==> src/rtl/seq_sched_pkg.sv <==
// Shared types and width helpers for the time-shared "1011" detector scheduler.
package seq_sched_pkg;

  typedef enum logic [2:0] {
    ST_IDLE   = 3'd0,
    ST_CLEAR  = 3'd1,
    ST_SHIFT  = 3'd2,
    ST_DRAIN  = 3'd3,
    ST_REPORT = 3'd4
  } state_e;

  // Width of a match counter able to hold 0..width.
  function automatic int unsigned cnt_w(input int unsigned width);
    return $clog2(width + 1);
  endfunction

  // Width of a channel id; a single channel still gets a 1-bit id.
  function automatic int unsigned id_w(input int unsigned nch);
    return (nch > 1) ? $clog2(nch) : 1;
  endfunction

endpackage

==> src/rtl/seq_detect_scheduler_rr_arbiter.sv <==
// Combinational round-robin pick: first requester at or after ptr, wrapping.
module rr_arbiter
  import seq_sched_pkg::*;
#(
  parameter int unsigned NCH = 4
) (
  input  logic [NCH-1:0]         req,
  input  logic [id_w(NCH)-1:0]   ptr,
  output logic [NCH-1:0]         gnt_c,
  output logic [id_w(NCH)-1:0]   id_c,
  output logic                   valid_c
);

  localparam int unsigned ID_W = id_w(NCH);

  // Scan channels starting at the pointer; the first hit wins.
  always_comb begin
    int unsigned idx;
    gnt_c   = '0;
    id_c    = '0;
    valid_c = 1'b0;
    idx     = 0;
    for (int unsigned i = 0; i < NCH; i++) begin
      idx = (32'(ptr) + i) % NCH;
      if (!valid_c && req[ID_W'(idx)]) begin
        valid_c            = 1'b1;
        gnt_c[ID_W'(idx)]  = 1'b1;
        id_c               = ID_W'(idx);
      end
    end
  end

endmodule

==> src/rtl/seq_detect_scheduler.sv <==
// Time-shares one external "1011" Moore detector among NCH channels.
// Optional feature macro: SEQ_SCHED_FIRST_HIT_EN adds first_hit / hit_any.
module seq_detect_scheduler
  import seq_sched_pkg::*;
#(
  parameter int unsigned NCH   = 4,
  parameter int unsigned WIDTH = 8
) (
  input  logic                        clock,
  input  logic                        reset,
  input  logic [NCH-1:0]              req,
  input  logic [NCH*WIDTH-1:0]        data,
  output logic [NCH-1:0]              grant,
  output logic                        seq_out,
  output logic                        det_clr,
  input  logic                        det_in,
  output logic                        busy,
  output logic                        done,
  output logic [id_w(NCH)-1:0]        done_ch,
  output logic [cnt_w(WIDTH)-1:0]     match_cnt
`ifdef SEQ_SCHED_FIRST_HIT_EN
  ,
  output logic [$clog2(WIDTH)-1:0]    first_hit,
  output logic                        hit_any
`endif
);

  localparam int unsigned ID_W  = id_w(NCH);
  localparam int unsigned CNT_W = cnt_w(WIDTH);
  localparam int unsigned BIT_W = $clog2(WIDTH);

  state_e               state_q;
  logic [NCH-1:0]       grant_q;
  logic                 seq_out_q;
  logic                 det_clr_q;
  logic                 busy_q;
  logic                 done_q;
  logic [ID_W-1:0]      id_q;
  logic [CNT_W-1:0]     cnt_q;
  logic [ID_W-1:0]      rr_ptr_q;
  logic [WIDTH-1:0]     sh_q;
  logic [BIT_W-1:0]     bit_cnt_q;
`ifdef SEQ_SCHED_FIRST_HIT_EN
  logic [BIT_W-1:0]     first_hit_q;
  logic                 hit_any_q;
`endif

  logic [ID_W-1:0]      ptr_nxt_c;
  logic [ID_W-1:0]      arb_ptr_c;
  logic [NCH-1:0]       arb_gnt_c;
  logic [ID_W-1:0]      arb_id_c;
  logic                 arb_valid_c;
  logic [WIDTH-1:0]     arb_word_c;
  logic                 cnt_sat_c;

  // Pointer past the job being reported; REPORT arbitrates with it so a
  // waiting channel is granted on the very next cycle.
  assign ptr_nxt_c = (id_q == ID_W'(NCH - 1)) ? '0 : id_q + ID_W'(1);
  assign arb_ptr_c = (state_q == ST_REPORT) ? ptr_nxt_c : rr_ptr_q;
  assign cnt_sat_c = (cnt_q == CNT_W'(WIDTH));

  rr_arbiter #(.NCH(NCH)) u_arb (
    .req     (req),
    .ptr     (arb_ptr_c),
    .gnt_c   (arb_gnt_c),
    .id_c    (arb_id_c),
    .valid_c (arb_valid_c)
  );

  // Select the granted channel's word.
  always_comb begin
    arb_word_c = '0;
    for (int i = 0; i < NCH; i++) begin
      if (arb_gnt_c[i]) arb_word_c |= data[i*WIDTH +: WIDTH];
    end
  end

  // Scheduler FSM with registered outputs, shift register and match counter.
  always_ff @(posedge clock or posedge reset) begin
    if (reset) begin
      state_q     <= ST_IDLE;
      grant_q     <= '0;
      seq_out_q   <= 1'b0;
      det_clr_q   <= 1'b0;
      busy_q      <= 1'b0;
      done_q      <= 1'b0;
      id_q        <= '0;
      cnt_q       <= '0;
      rr_ptr_q    <= '0;
      sh_q        <= '0;
      bit_cnt_q   <= '0;
`ifdef SEQ_SCHED_FIRST_HIT_EN
      first_hit_q <= '0;
      hit_any_q   <= 1'b0;
`endif
    end else begin
      grant_q   <= '0;
      det_clr_q <= 1'b0;
      done_q    <= 1'b0;
      case (state_q)
        ST_IDLE, ST_REPORT: begin
          if (state_q == ST_REPORT) rr_ptr_q <= ptr_nxt_c;
          if (arb_valid_c) begin
            grant_q     <= arb_gnt_c;
            sh_q        <= arb_word_c;
            id_q        <= arb_id_c;
            cnt_q       <= '0;
`ifdef SEQ_SCHED_FIRST_HIT_EN
            first_hit_q <= '0;
            hit_any_q   <= 1'b0;
`endif
            det_clr_q   <= 1'b1;
            seq_out_q   <= 1'b0;
            busy_q      <= 1'b1;
            state_q     <= ST_CLEAR;
          end else begin
            busy_q  <= 1'b0;
            state_q <= ST_IDLE;
          end
        end
        ST_CLEAR: begin
          seq_out_q <= sh_q[WIDTH-1];
          sh_q      <= {sh_q[WIDTH-2:0], 1'b0};
          bit_cnt_q <= '0;
          state_q   <= ST_SHIFT;
        end
        ST_SHIFT: begin
          // det_in now reflects bit k-1; bit 0 has no result yet.
          if (bit_cnt_q != '0 && det_in) begin
            if (!cnt_sat_c) cnt_q <= cnt_q + CNT_W'(1);
`ifdef SEQ_SCHED_FIRST_HIT_EN
            if (!hit_any_q) first_hit_q <= bit_cnt_q - BIT_W'(1);
            hit_any_q <= 1'b1;
`endif
          end
          if (bit_cnt_q == BIT_W'(WIDTH - 1)) begin
            seq_out_q <= 1'b0;
            bit_cnt_q <= '0;
            state_q   <= ST_DRAIN;
          end else begin
            seq_out_q <= sh_q[WIDTH-1];
            sh_q      <= {sh_q[WIDTH-2:0], 1'b0};
            bit_cnt_q <= bit_cnt_q + BIT_W'(1);
          end
        end
        ST_DRAIN: begin
          // Result of the last bit arrives one cycle late.
          if (det_in) begin
            if (!cnt_sat_c) cnt_q <= cnt_q + CNT_W'(1);
`ifdef SEQ_SCHED_FIRST_HIT_EN
            if (!hit_any_q) first_hit_q <= BIT_W'(WIDTH - 1);
            hit_any_q <= 1'b1;
`endif
          end
          done_q  <= 1'b1;
          state_q <= ST_REPORT;
        end
        default: begin
          busy_q  <= 1'b0;
          state_q <= ST_IDLE;
        end
      endcase
    end
  end

  assign grant     = grant_q;
  assign seq_out   = seq_out_q;
  assign det_clr   = det_clr_q;
  assign busy      = busy_q;
  assign done      = done_q;
  assign done_ch   = id_q;
  assign match_cnt = cnt_q;
`ifdef SEQ_SCHED_FIRST_HIT_EN
  assign first_hit = first_hit_q;
  assign hit_any   = hit_any_q;
`endif

endmodule
==> config.mk <==
export PLATFORM = sky130hd
export DESIGN_NAME = seq_detect_scheduler
export DESIGN_NICKNAME = d
export VERILOG_FILES = /design/src/rtl/seq_sched_pkg.sv /design/src/rtl/seq_detect_scheduler_rr_arbiter.sv /design/src/rtl/seq_detect_scheduler.sv
export SDC_FILE = /design/constraint.sdc
export NUM_CORES = 1
export LEC_CHECK = 0
export CAP_MARGIN = 20
export CORE_AREA = 2 2 81 83
export CTS_BUF_LIST = sky130_fd_sc_hd__clkbuf_4
export CTS_CLUSTER_DIAMETER = 100
export DETAILED_ROUTE_END_ITERATION = 8
export DIE_AREA = 0 0 83 85
export REMOVE_ABC_BUFFERS = 1
export SLEW_MARGIN = 30
export SYNTH_ARGS = -nofsm -noshare
export SYNTH_HDL_FRONTEND = slang
export SYNTH_SLANG_ARGS = --single-unit
==> constraint.sdc <==
create_clock -name clock -period 4.7 [get_ports clock]
set_input_delay 1.175 -clock clock [delete_from_list [all_inputs] [get_ports clock]]
set_output_delay 1.175 -clock clock [all_outputs]
set_load 0.02 [all_outputs]
==> impl_metrics.prom, run 1 <==
# TYPE chip_impl_metric gauge
chip_impl_metric{name="cp.buffers_inverters",unit=""} 1
chip_impl_metric{name="p_switching",unit="µW"} 905
chip_impl_info{name="synthMostInstantiatedCell",value="dfrtp_1"} 1
chip_impl_metric{name="fp.dieArea",unit="µm²"} 7060
chip_impl_metric{name="syn_inst",unit=""} 219
chip_impl_metric{name="final_setup_violation_count",unit=""} 0
chip_impl_metric{name="clock_insertion_delay_worst_skew",unit="ns"} 0.33
chip_impl_metric{name="cts_htree_levels",unit=""} 2
chip_impl_metric{name="power-per-cell-area",unit="nW/µm²"} 717
chip_impl_info{name="worst_setup_path_end_kind",value="register"} 1
chip_impl_info{name="critical_path.cell_chain",value="or3b_1 -> nor3_2 -> a21oi_4 -> ha_1 -> mux4_2 -> or3_4 -> o21ai_0 -> inv_1 -> a21oi_1 -> o21ai_0"} 1
chip_impl_info{name="crit_type",value="reg2reg"} 1
chip_impl_metric{name="number_of_antenna_violations_at_the_first_check_in_global_routing",unit=""} 0
chip_impl_metric{name="fmax",unit="MHz"} 252
chip_impl_metric{name="relative_contribution_of_the_clock_network_to_total_power",unit=""} 0.102
chip_impl_metric{name="critPathMaxFanout",unit=""} 12
chip_impl_metric{name="detail_route.drc_violations",unit=""} 0
chip_impl_metric{name="finClkSkew",unit="ns"} 0.00692
chip_impl_metric{name="timing_worst_slew_pin_value",unit="ns"} 0.563
chip_impl_metric{name="lkg_pwr",unit="nW"} 1.23
chip_impl_metric{name="slew_viol_final",unit=""} 0
chip_impl_metric{name="finish.net_count",unit=""} 322
chip_impl_metric{name="numPortBuffers",unit=""} 52
chip_impl_info{name="netlist_top_cells_count",value="dfrtp_1 (30), nor2_1 (19), nand2_1 (18)"} 1
chip_impl_info{name="critPathSlowestCell",value="or3b_1"} 1
chip_impl_metric{name="power_frac_seq",unit=""} 0.239
chip_impl_metric{name="critical_path.max_stage_delay",unit="ns"} 0.64
chip_impl_info{name="critPathMostFrequentCell",value="o21ai_0"} 1
chip_impl_metric{name="synth.yosys.warnings",unit=""} 0
chip_impl_metric{name="clock_tree_buf_depth",unit=""} 2
chip_impl_info{name="yosys.area.top_type",value="dfrtp_1"} 1
chip_impl_metric{name="synthesis_stage_register_bit_count",unit=""} 30
chip_impl_info{name="cts_tree",value="yes"} 1
chip_impl_metric{name="postCtsSetupRepairBufs",unit=""} 0
chip_impl_metric{name="antenna_left",unit=""} 0
chip_impl_info{name="grt_setup_unrepaired",value="false"} 1
chip_impl_info{name="synthTopCellsByArea",value="dfrtp_1 (35%), ha_1 (8.3%), mux2i_1 (6.6%), a21oi_1 (3.8%), a222oi_1 (3.8%)"} 1
chip_impl_metric{name="wl_per_cell",unit="µm"} 14.0
chip_impl_metric{name="placement_rows",unit=""} 29
chip_impl_metric{name="routed-via-count",unit=""} 1819
chip_impl_metric{name="setup_total_negative_slack",unit="ns"} 0
chip_impl_metric{name="finalWeightedCongestion",unit=""} 0.836
chip_impl_metric{name="setup_ws",unit="ns"} 0.728
chip_impl_metric{name="routed_via_density",unit=""} 5.24
chip_impl_metric{name="drt_first_pass_iters",unit=""} 4
chip_impl_metric{name="num_antenna_cells",unit=""} 0
chip_impl_metric{name="number_of_flops_mapped_to_enable_cells_by_yosys",unit=""} 0
chip_impl_metric{name="max-slew-margin-rel",unit=""} 0.615
chip_impl_info{name="min-delay-path-class",value="reg2reg"} 1
chip_impl_info{name="critical_path.startpoint_type",value="register"} 1
chip_impl_metric{name="synth.yosys.seq_area_share",unit=""} 0.354
chip_impl_metric{name="drive_gt1_frac",unit=""} 0.104
chip_impl_metric{name="number_of_global_route_vias_before_repair",unit=""} 1761
chip_impl_metric{name="finalCritPeriodShare",unit=""} 0.845
chip_impl_metric{name="internal_power",unit="mW"} 1.07
chip_impl_metric{name="maximum_number_of_pins_on_one_net_before_global_route_repair",unit=""} 31
chip_impl_metric{name="ir_drop",unit="µV"} 506
chip_impl_metric{name="synthesized_area",unit="µm²"} 2120
chip_impl_metric{name="p_sw_frac",unit=""} 0.457
chip_impl_info{name="postSynth.topFlopCell",value="dfrtp_1"} 1
chip_impl_metric{name="final-hold-violation-count",unit=""} 0
chip_impl_metric{name="syn-mean-instance-area",unit="µm²"} 9.68
chip_impl_metric{name="cts_repair_resize_count",unit=""} 0
chip_impl_metric{name="place.detailed.hpwl",unit="µm"} 3710
chip_impl_metric{name="synth.lib_cells_used.distinct",unit=""} 45
chip_impl_metric{name="grt_overflow_total",unit=""} 0
chip_impl_metric{name="grt_first_pass_wirelength",unit="µm"} 8370
chip_impl_metric{name="cts_hold_buffers",unit=""} 0
chip_impl_metric{name="max_cap_violations",unit=""} 0
chip_impl_metric{name="finalCriticalPeriod",unit="ns"} 3.97
chip_impl_metric{name="grt_use_total",unit=""} 0.142
chip_impl_metric{name="cts-buffers-inserted",unit=""} 5
chip_impl_metric{name="detailedPlace.worstSlack",unit="ns"} 0.713
chip_impl_info{name="critical-path-top-delay-family",value="simple AND/OR/NAND/NOR gates"} 1
chip_impl_metric{name="design.portCount",unit=""} 53
chip_impl_metric{name="synth-async-reset-ratio",unit=""} 1.00
chip_impl_metric{name="post-synth-top-area-fraction",unit=""} 0.354
chip_impl_metric{name="worstPathArrival",unit="ns"} 4.17
chip_impl_metric{name="drt_iter0_drc",unit=""} 143
chip_impl_metric{name="initial_core_util",unit=""} 0.342
chip_impl_metric{name="power.combinational.fraction",unit=""} 0.659
chip_impl_info{name="clock_tree_root",value="clkbuf_4"} 1
chip_impl_metric{name="die_height",unit="µm"} 85
chip_impl_info{name="outcome",value="finished clean"} 1
chip_impl_metric{name="cts.sink_count",unit=""} 30
chip_impl_metric{name="clkSlewWorstSetupHoldPaths",unit="ns"} 0.10
chip_impl_metric{name="required",unit="ns"} 4.90
chip_impl_metric{name="layout-area-overhead-vs-synth",unit="%"} 30.2
chip_impl_metric{name="route.final.wire_length",unit="µm"} 4870
chip_impl_metric{name="die_w",unit="µm"} 83
chip_impl_metric{name="core-area",unit="µm²"} 6200
power groups by stage:
stage	logic, mW	clock network (mW)	registers [mW]
after CTS	1.32	0.206	0.472
final	1.30	0.202	0.472
after global routing	1.46	0.218	0.492
after global placement	1.31	0	0.475
after detailed placement	1.32	0	0.477
after floorplan	0.918	0	0.503
through the flow:
stage / instances / hold slack [ns] / util / total power, mW / cell area, µm²
detailed placement: 339 / 0.527 / 0.432 / 1.80 / 2680
finish: 347 / 0.544 / 0.445 / 1.98 / 2760
CTS: 347 / 0.551 / 0.445 / 2.00 / 2760
global route: 347 / 0.586 / 0.445 / 2.17 / 2760
global placement: 339 / 0.519 / 0.432 / 1.79 / 2680
floorplan: 208 / 0.502 / - / 1.42 / 2050
registers in the layout, summed over array words and instances, names as in the netlist, 2 cells and up:
signal / count
sh_q: 8
grant: 4
match_cnt: 4
bit_cnt_q: 3
state_q: 3
done_ch: 2
rr_ptr_q: 2
placed cells by master (no fill, tap or decap), drive strengths merged, types with 10 or more instances in the layout:
master and instances:
a21oi 17, ha 14, mux2i 14, nand2 18
inv 16, a22o 10, nor2 19, dfrtp 30
clkdlybuf4s50 52, o21ai 10
worst reg2reg max path: stages (launching register included):
cell	delay (ns)
dfrtp_1	0.52
or3b_1	0.64
nor3_2	0.30
a21oi_4	0.12
ha_1	0.37
mux4_2	0.61
or3_4	0.43
o21ai_0	0.20
inv_1	0.21
a21oi_1	0.30
o21ai_0	0.14
per-layer routing:
metal | vias to the layer above | part of all wire | global-route usage
met5 | - | 0 | 0
met4 | 0 | 0.0090 | 0.0358
met3 | 5 | 0.034 | 0.0292
met2 | 36 | 0.49 | 0.238
met1 | 879 | 0.47 | 0.189
li1 | 899 | - | -
area by class of cell:
| type | instances | area, µm² |
|---|---|---|
| clock inverter | 3 | 40.0 |
| inverter | 16 | 62.6 |
| clock buffer | 5 | 37.5 |
| tap | 77 | 96.3 |
| multi-input combinational | 162 | 1240 |
| timing repair buffer | 54 | 536 |
| sequential | 30 | 751 |
| fill | 597 | 3450 |
path summary, 6_finish.rpt:
path | cells after the start | slack [ns] | from | to
worst max-delay path | 10 | 0.73 | state_q[1] | match_cnt[0]
worst min-delay path | 2 | 0.54 | sh_q[0] | sh_q[0]
worst max register to register | 10 | 0.73 | state_q[1] | match_cnt[0]
worst min register to register | 2 | 0.54 | sh_q[0] | sh_q[0]
max in group asynchronous | 3 | 3.19 | reset | match_cnt[1]
min in group asynchronous | 3 | 1.21 | reset | grant[0]
cell families (layout without fill, tap and decap cells):
logic type / Yosys count / after routing / synth area share
flip-flops: 30 / 30 / 0.354
adder cells (fa/ha/maj): 14 / 14 / 0.0826
AND/OR/NAND/NOR: 65 / 65 / 0.161
buffers and inverters: 27 / 78 / 0.0626
XOR/XNOR: 2 / 2 / 0.00827
AO/OA/AOI/OAI: 60 / 60 / 0.214
multiplexers: 21 / 21 / 0.117
Power figures use the tool's default switching activity.
==> inputs of run 2 (changes only) <==
==> constraint.sdc (replaced) <==
create_clock -name clock -period 3.85 [get_ports clock]
set_input_delay 0.9625 -clock clock [delete_from_list [all_inputs] [get_ports clock]]
set_output_delay 0.9625 -clock clock [all_outputs]
set_load 0.02 [all_outputs]
==> run 2 against run 1 <==
  * Critical path depth fell by 1
  * Count of clock-buffer cells in the layout increased by 1
  * Clock power shrank 7%
  * Combinational power is 31% higher
  * Non-clock buffer count rose by 6
  * Final cell count up 1.7%
  * First-iteration DRC count fell by 11%
  * Design area is 0.82% higher
  * Core utilization rose by 0.36 points
  * Routed wire length is 7.0% higher
  * Fmax rose by 11%
  * Sequential power up 14%
  * Critical path type unchanged
  * Highest routed layer unchanged
==> impl_metrics.prom, run 2 (synthesis results as in run 1) <==
# TYPE chip_impl_metric gauge
chip_impl_info{name="outcome",value="finished clean"} 1
chip_impl_metric{name="routed_via_density",unit=""} 5.21
chip_impl_info{name="worst_setup_path_end_kind",value="register"} 1
chip_impl_info{name="layout.cells.most_common",value="clkdlybuf4s50_1"} 1
chip_impl_info{name="grt_setup_unrepaired",value="false"} 1
chip_impl_metric{name="finClkSkew",unit="ns"} 0.00973
chip_impl_info{name="cts_tree",value="yes"} 1
chip_impl_metric{name="hold_slack",unit="ns"} 0.528
chip_impl_info{name="min-delay-path-class",value="reg2reg"} 1
chip_impl_metric{name="detailedPlace.worstSlack",unit="ns"} 0.191
chip_impl_metric{name="postCtsSetupRepairBufs",unit=""} 0
chip_impl_metric{name="nFillCells",unit=""} 598
chip_impl_metric{name="final_setup_violation_count",unit=""} 0
chip_impl_metric{name="fp.dieArea",unit="µm²"} 7060
chip_impl_info{name="max_flop_register",value="sh_q"} 1
chip_impl_metric{name="grt_overflow_total",unit=""} 0
chip_impl_info{name="critPathSlowestCell",value="mux4_2"} 1
chip_impl_metric{name="design.portCount",unit=""} 53
chip_impl_metric{name="setup_slack_on_the_worst_flop_to_flop_path",unit="ns"} 0.28
chip_impl_metric{name="largest_register_ff_count",unit=""} 8
chip_impl_metric{name="antenna_left",unit=""} 0
chip_impl_info{name="crit_type",value="reg2reg"} 1
chip_impl_metric{name="timing_worst_slew_pin_value",unit="ns"} 0.558
chip_impl_metric{name="max-slew-margin-rel",unit=""} 0.628
chip_impl_metric{name="num_antenna_cells",unit=""} 0
chip_impl_metric{name="seqCellArea",unit="µm²"} 751
chip_impl_metric{name="ff2ff_path_depth",unit=""} 9
chip_impl_metric{name="finalWeightedCongestion",unit=""} 0.836
chip_impl_metric{name="detail_route.drc_violations",unit=""} 0
chip_impl_metric{name="wl_per_cell",unit="µm"} 14.7
chip_impl_metric{name="power-per-cell-area",unit="nW/µm²"} 871
chip_impl_metric{name="core-area",unit="µm²"} 6200
chip_impl_metric{name="placement_rows",unit=""} 29
chip_impl_metric{name="ir_drop",unit="µV"} 427
chip_impl_metric{name="number_of_antenna_violations_at_the_first_check_in_global_routing",unit=""} 0
chip_impl_metric{name="final-hold-violation-count",unit=""} 0
chip_impl_metric{name="finish.net_count",unit=""} 328
chip_impl_metric{name="place.detailed.hpwl",unit="µm"} 3930
chip_impl_info{name="min_to",value="done_ch[1]"} 1
chip_impl_metric{name="max_cap_violations",unit=""} 0
chip_impl_metric{name="route.final.wire_length",unit="µm"} 5210
chip_impl_metric{name="cts-buffers-inserted",unit=""} 5
chip_impl_metric{name="drive_gt1_frac",unit=""} 0.123
chip_impl_metric{name="drt_iter0_drc",unit=""} 127
chip_impl_metric{name="worstPathArrival",unit="ns"} 3.81
chip_impl_info{name="clock_tree_root",value="clkbuf_4"} 1
chip_impl_metric{name="multi_input_gate_area_in_the_final_layout",unit="µm²"} 1240
chip_impl_info{name="regToRegStartpoint",value="state_q[1]"} 1
chip_impl_metric{name="grt_use_total",unit=""} 0.155
chip_impl_metric{name="lkg_pwr",unit="nW"} 1.25
chip_impl_info{name="critical_path.startpoint_type",value="register"} 1
chip_impl_metric{name="fmax",unit="MHz"} 280
chip_impl_metric{name="cp.buffers_inverters",unit=""} 0
chip_impl_metric{name="initial_core_util",unit=""} 0.342
chip_impl_metric{name="die_height",unit="µm"} 85
chip_impl_metric{name="finalCriticalPeriod",unit="ns"} 3.57
chip_impl_metric{name="cts_htree_levels",unit=""} 2
chip_impl_metric{name="maximum_number_of_pins_on_one_net_before_global_route_repair",unit=""} 31
chip_impl_metric{name="grt_first_pass_wirelength",unit="µm"} 8970
chip_impl_info{name="critical_path.cell_chain",value="or3b_1 -> mux2_2 -> ha_1 -> mux4_2 -> or3_4 -> nor2b_4 -> a22o_2 -> a222oi_1 -> a211oi_1"} 1
chip_impl_info{name="hold_start",value="done_ch[1]"} 1
chip_impl_metric{name="wl_met3",unit="µm"} 160
chip_impl_metric{name="number_of_global_route_vias_before_repair",unit=""} 1891
chip_impl_metric{name="routed-via-count",unit=""} 1838
chip_impl_metric{name="finalCritPeriodShare",unit=""} 0.928
chip_impl_metric{name="hold-path-cell-count",unit=""} 2
chip_impl_info{name="highest_layer",value="met4"} 1
chip_impl_metric{name="required",unit="ns"} 4.09
chip_impl_metric{name="slew_viol_final",unit=""} 0
chip_impl_metric{name="met2RoutedLength",unit="µm"} 2610
chip_impl_metric{name="drt_first_pass_iters",unit=""} 4
chip_impl_metric{name="cts_hold_buffers",unit=""} 0
chip_impl_metric{name="critPathMaxFanout",unit=""} 9
chip_impl_metric{name="cts.sink_count",unit=""} 30
chip_impl_metric{name="critical_path.max_stage_delay",unit="ns"} 0.61
chip_impl_metric{name="clock_insertion_delay_worst_skew",unit="ns"} 0.33
chip_impl_metric{name="numPortBuffers",unit=""} 52
chip_impl_metric{name="layout-area-overhead-vs-synth",unit="%"} 31.2
chip_impl_metric{name="cts_repair_resize_count",unit=""} 0
chip_impl_info{name="critical_path.reg2reg.endpoint",value="sh_q[4]"} 1
chip_impl_metric{name="clock_tree_buf_depth",unit=""} 2
chip_impl_metric{name="die_w",unit="µm"} 83
chip_impl_info{name="most_used_cells_in_the_layout_excluding_fill_and_tap_cells",value="clkdlybuf4s50_1 (52), dfrtp_1 (30), nor2_1 (19)"} 1
chip_impl_metric{name="clkSlewWorstSetupHoldPaths",unit="ns"} 0.10
chip_impl_metric{name="setup_ws",unit="ns"} 0.277
chip_impl_metric{name="wire_length_on_met1",unit="µm"} 2350
chip_impl_info{name="critical-path-top-delay-family",value="simple AND/OR/NAND/NOR gates"} 1
run 2: metal layers:
metal / global-route usage / vias up
met1: 0.193 / 887
met2: 0.263 / 34
li1: - / 910
met4: 0.0671 / 0
met3: 0.0292 / 7
met5: 0 / -
run 2: worst max path at each step:
stage | depth (start not counted) | slack, ns | end | startpoint
floorplan | 9 | -0.35 | match_cnt[0] | state_q[0]
global placement | 9 | 0.29 | sh_q[2] | req[3]
detailed placement | 9 | 0.19 | sh_q[6] | state_q[1]
CTS | 9 | 0.17 | sh_q[7] | state_q[1]
global route | 9 | 0.09 | sh_q[5] | done_ch[0]
finish | 9 | 0.28 | sh_q[4] | state_q[1]
run 2: cell type report:
cell class | instances | area share
multi-input combinational | 162 | 0.445
sequential | 30 | 0.270
timing repair buffer | 60 | 0.209
tap | 77 | 0.0346
inverter | 16 | 0.0225
clock buffer | 6 | 0.0162
clock inverter | 2 | 0.00315
run 2: through the flow:
| step | util | power, mW | cell area (µm²) | setup TNS, ns | cells |
|---|---|---|---|---|---|
| floorplan | - | 1.73 | 2050 | -2.19 | 208 |
| global placement | 0.439 | 2.23 | 2730 | 0 | 345 |
| detailed placement | 0.439 | 2.25 | 2730 | 0 | 345 |
| CTS | 0.448 | 2.44 | 2780 | 0 | 353 |
| global route | 0.448 | 2.66 | 2780 | 0 | 353 |
| finish | 0.448 | 2.42 | 2780 | 0 | 353 |
run 2: worst min-delay path, cell delays in order, from the launching register on:
cell,delay (ns)
dfrtp_1,0.38
nand2_1,0.05
o21ai_0,0.07
run 2: power breakdown:
part           total (mW)  internal, mW  switching, mW
clock               0.188        0.0756          0.112
combinational        1.70         0.766          0.929
sequential          0.540         0.450         0.0898
==> inputs of run 3 (changes only) <==
--- a/config.mk
+++ b/config.mk
@@ -5,14 +5,17 @@
 export SDC_FILE = /design/constraint.sdc
 export NUM_CORES = 1
 export LEC_CHECK = 0
+export ABC_AREA = 1
 export CAP_MARGIN = 20
-export CORE_AREA = 2 2 81 83
+export CORE_AREA = 2 2 72 74
 export CTS_BUF_LIST = sky130_fd_sc_hd__clkbuf_4
 export CTS_CLUSTER_DIAMETER = 100
 export DETAILED_ROUTE_END_ITERATION = 8
-export DIE_AREA = 0 0 83 85
+export DIE_AREA = 0 0 74 76
+export PLACE_DENSITY = 0.73
 export REMOVE_ABC_BUFFERS = 1
 export SLEW_MARGIN = 30
 export SYNTH_ARGS = -nofsm -noshare
 export SYNTH_HDL_FRONTEND = slang
 export SYNTH_SLANG_ARGS = --single-unit
+export TNS_END_PERCENT = 5
==> run 3 against run 2 <==
  * Global-route usage grew 3.7 points
  * First-iteration DRC count shrank 7.9%
  * Critical path depth grew 8
  * Sequential power is essentially flat
  * Flip-flop and latch count is the same
  * Routed wire length shrank 4.0%
  * Combinational power grew 9%
  * Design area grew 1.8%
  * Power grew 9.2%
  * Largest cell class unchanged
  * Highest routed layer unchanged
==> impl_metrics.prom, run 3 <==
# TYPE chip_impl_metric gauge
chip_impl_metric{name="timing_worst_slew_pin_value",unit="ns"} 0.689
chip_impl_metric{name="synth.lib_cells_used.distinct",unit=""} 26
chip_impl_metric{name="grt_overflow_total",unit=""} 0
chip_impl_metric{name="maximum_number_of_pins_on_one_net_before_global_route_repair",unit=""} 31
chip_impl_info{name="crit_type",value="reg2reg"} 1
chip_impl_metric{name="ir_drop",unit="µV"} 716
chip_impl_info{name="most_used_cells_in_the_layout_excluding_fill_and_tap_cells",value="nand2_1 (97), clkdlybuf4s50_1 (52), dfrtp_1 (30)"} 1
chip_impl_metric{name="drive_gt1_frac",unit=""} 0.124
chip_impl_metric{name="post-synth-top-area-fraction",unit=""} 0.349
chip_impl_metric{name="final-hold-violation-count",unit=""} 0
chip_impl_metric{name="drt_first_pass_iters",unit=""} 4
chip_impl_metric{name="layout-area-overhead-vs-synth",unit="%"} 31.9
chip_impl_info{name="yosys.area.top_type",value="dfrtp_1"} 1
chip_impl_metric{name="grt_first_pass_wirelength",unit="µm"} 8760
chip_impl_metric{name="hold_slack",unit="ns"} 0.487
chip_impl_metric{name="largest_register_ff_count",unit=""} 8
chip_impl_metric{name="cts_htree_levels",unit=""} 2
chip_impl_metric{name="clock_insertion_delay_worst_skew",unit="ns"} 0.33
chip_impl_metric{name="finalCritPeriodShare",unit=""} 0.676
chip_impl_metric{name="critical_path.max_stage_delay",unit="ns"} 0.46
chip_impl_metric{name="initial_core_util",unit=""} 0.437
chip_impl_metric{name="synth-async-reset-ratio",unit=""} 1.00
chip_impl_metric{name="detailedPlace.worstSlack",unit="ns"} 1.06
chip_impl_metric{name="synth.yosys.seq_area_share",unit=""} 0.349
chip_impl_metric{name="max-slew-margin-rel",unit=""} 0.541
chip_impl_metric{name="routed-via-count",unit=""} 2060
chip_impl_metric{name="finalWeightedCongestion",unit=""} 0.914
chip_impl_metric{name="clkSlewWorstSetupHoldPaths",unit="ns"} 0.10
chip_impl_info{name="critPathMostFrequentCell",value="nand2_1"} 1
chip_impl_metric{name="design.portCount",unit=""} 53
chip_impl_info{name="worst_setup_path_end_kind",value="register"} 1
chip_impl_metric{name="grt_use_total",unit=""} 0.192
chip_impl_metric{name="synth.yosys.warnings",unit=""} 0
chip_impl_info{name="layout.cells.most_common",value="nand2_1"} 1
chip_impl_metric{name="report.power.total",unit="mW"} 2.65
chip_impl_metric{name="synthesized_area",unit="µm²"} 2150
chip_impl_metric{name="fp.dieArea",unit="µm²"} 5620
chip_impl_metric{name="die_w",unit="µm"} 74
chip_impl_info{name="critPathSlowestCell",value="dfrtp_1"} 1
chip_impl_metric{name="clock_tree_buf_depth",unit=""} 2
chip_impl_metric{name="cts-buffers-inserted",unit=""} 5
chip_impl_info{name="clock_tree_root",value="clkbuf_4"} 1
chip_impl_metric{name="synthesis_stage_register_bit_count",unit=""} 30
chip_impl_metric{name="number_of_flops_mapped_to_enable_cells_by_yosys",unit=""} 0
chip_impl_metric{name="syn-mean-instance-area",unit="µm²"} 7.65
chip_impl_info{name="critical_path.cell_chain",value="nor2_8 -> nand2_4 -> nand2_2 -> nand2_2 -> ha_1 -> inv_1 -> nand3_2 -> nand2_4 -> inv_1 -> nand2_1 -> nor2_2 -> nand2_1 -> nand3_2 -> nand2_1 -> nand2_1 -> o21bai_1 -> nand2_1"} 1
chip_impl_metric{name="max_cap_violations",unit=""} 0
chip_impl_metric{name="required",unit="ns"} 4.06
chip_impl_metric{name="number_of_global_route_vias_before_repair",unit=""} 2021
chip_impl_info{name="synthMostInstantiatedCell",value="nand2_1"} 1
chip_impl_metric{name="final_setup_violation_count",unit=""} 0
chip_impl_metric{name="setup_total_negative_slack",unit="ns"} 0
chip_impl_info{name="critical_path.startpoint_type",value="register"} 1
chip_impl_info{name="max_flop_register",value="sh_q"} 1
chip_impl_info{name="grt_setup_unrepaired",value="false"} 1
chip_impl_metric{name="placement_rows",unit=""} 26
chip_impl_metric{name="num_antenna_cells",unit=""} 0
chip_impl_metric{name="cts_hold_buffers",unit=""} 0
chip_impl_metric{name="postCtsSetupRepairBufs",unit=""} 0
chip_impl_metric{name="cts_repair_resize_count",unit=""} 0
chip_impl_metric{name="worstPathArrival",unit="ns"} 2.81
chip_impl_metric{name="routed_via_density",unit=""} 5.02
chip_impl_info{name="postSynth.topFlopCell",value="dfrtp_1"} 1
chip_impl_metric{name="syn_inst",unit=""} 281
chip_impl_metric{name="critPathMaxFanout",unit=""} 8
chip_impl_metric{name="fmax",unit="MHz"} 384
chip_impl_metric{name="finClkSkew",unit="ns"} 0.0141
chip_impl_metric{name="drt_iter0_drc",unit=""} 117
chip_impl_metric{name="slew_viol_final",unit=""} 0
chip_impl_metric{name="core-area",unit="µm²"} 4910
chip_impl_metric{name="die_height",unit="µm"} 76
chip_impl_metric{name="detail_route.drc_violations",unit=""} 0
chip_impl_metric{name="number_of_antenna_violations_at_the_first_check_in_global_routing",unit=""} 0
chip_impl_info{name="cts_tree",value="yes"} 1
chip_impl_info{name="netlist_top_cells_count",value="nand2_1 (97), dfrtp_1 (30), inv_1 (27)"} 1
chip_impl_metric{name="wl_per_cell",unit="µm"} 12.2
chip_impl_metric{name="finish.net_count",unit=""} 393
chip_impl_info{name="synthTopCellsByArea",value="dfrtp_1 (35%), nand2_1 (17%), ha_1 (8.2%), nand3_1 (6.1%), inv_1 (4.7%)"} 1
chip_impl_metric{name="setup_ws",unit="ns"} 1.25
chip_impl_metric{name="finalCriticalPeriod",unit="ns"} 2.60
chip_impl_metric{name="place.detailed.hpwl",unit="µm"} 3930
chip_impl_metric{name="lkg_pwr",unit="nW"} 1.41
chip_impl_info{name="min-delay-path-class",value="reg2reg"} 1
chip_impl_metric{name="numPortBuffers",unit=""} 52
chip_impl_metric{name="cts.sink_count",unit=""} 30
chip_impl_metric{name="power-per-cell-area",unit="nW/µm²"} 935
chip_impl_metric{name="post-route-util",unit=""} 0.577
chip_impl_metric{name="route.final.wire_length",unit="µm"} 5000
chip_impl_info{name="outcome",value="finished clean"} 1
chip_impl_metric{name="antenna_left",unit=""} 0
run 3: layout make-up:
cell class	instances	area, µm²
clock buffers	5	37.5
repair buffers	54	536
clock inverters	2	33.8
inverters	32	120
multi-input cells	217	1270
fillers	474	2080
well taps	70	87.6
flip-flops and latches	30	751
run 3: metrics by stage:
step / cell area, µm² / instances
6_report: 2830 / 410
5_1_grt: 2830 / 410
4_1_cts: 2830 / 410
3_5_place_dp: 2760 / 403
3_3_place_gp: 2760 / 403
2_1_floorplan: 2140 / 279
run 3: kinds of logic after synthesis:
| kind of cell | after synthesis | synth area share |
|---|---|---|
| DFF | 30 | 0.349 |
| xor gates and xnor gates | 1 | 0.00408 |
| AOI/OAI and AO/OA | 33 | 0.0996 |
| and+or+nand+nor | 169 | 0.405 |
| buffers and inverters | 34 | 0.0606 |
| adders and majority gates | 14 | 0.0815 |
run 3: per-layer routing:
metal  vias up  share of wire  wire length [µm]  GRT usage
met5         -              0                 0          0
met4         0          0.014                68     0.0673
met3         6          0.036               178     0.0317
met2        37           0.53              2640      0.325
met1       974           0.42              2110      0.241
li1       1043              -                 -          -
run 3: path summary, 6_finish.rpt:
kind / endpoint / start / slack [ns] / depth (start not counted)
setup / recovery: sh_q[5] / state_q[1] / 1.25 / 17
min in group asynchronous: rr_ptr_q[0] / reset / 1.00 / 3
max in group asynchronous: sh_q[0] / reset / 2.56 / 3
setup reg to reg: sh_q[5] / state_q[1] / 1.25 / 17
hold reg to reg: sh_q[4] / sh_q[4] / 0.49 / 2
hold / removal: sh_q[4] / sh_q[4] / 0.49 / 2
run 3: where the power goes:
part | total [mW] | switching, mW | internal, mW
Sequential | 0.543 | 0.0946 | 0.449
Clock | 0.239 | 0.108 | 0.131
Combinational | 1.86 | 1.19 | 0.679
Total | 2.65 | 1.39 | 1.26
run 3: critical path, delay by kind of cell (launching register included):
kind                     cells  cell delay (ns)
adder cells (fa/ha/maj)      1             0.35
buffers and inverters        2             0.13
flip-flops                   1             0.46
AO/OA/AOI/OAI                1             0.14
AND/OR/NAND/NOR             13             1.39
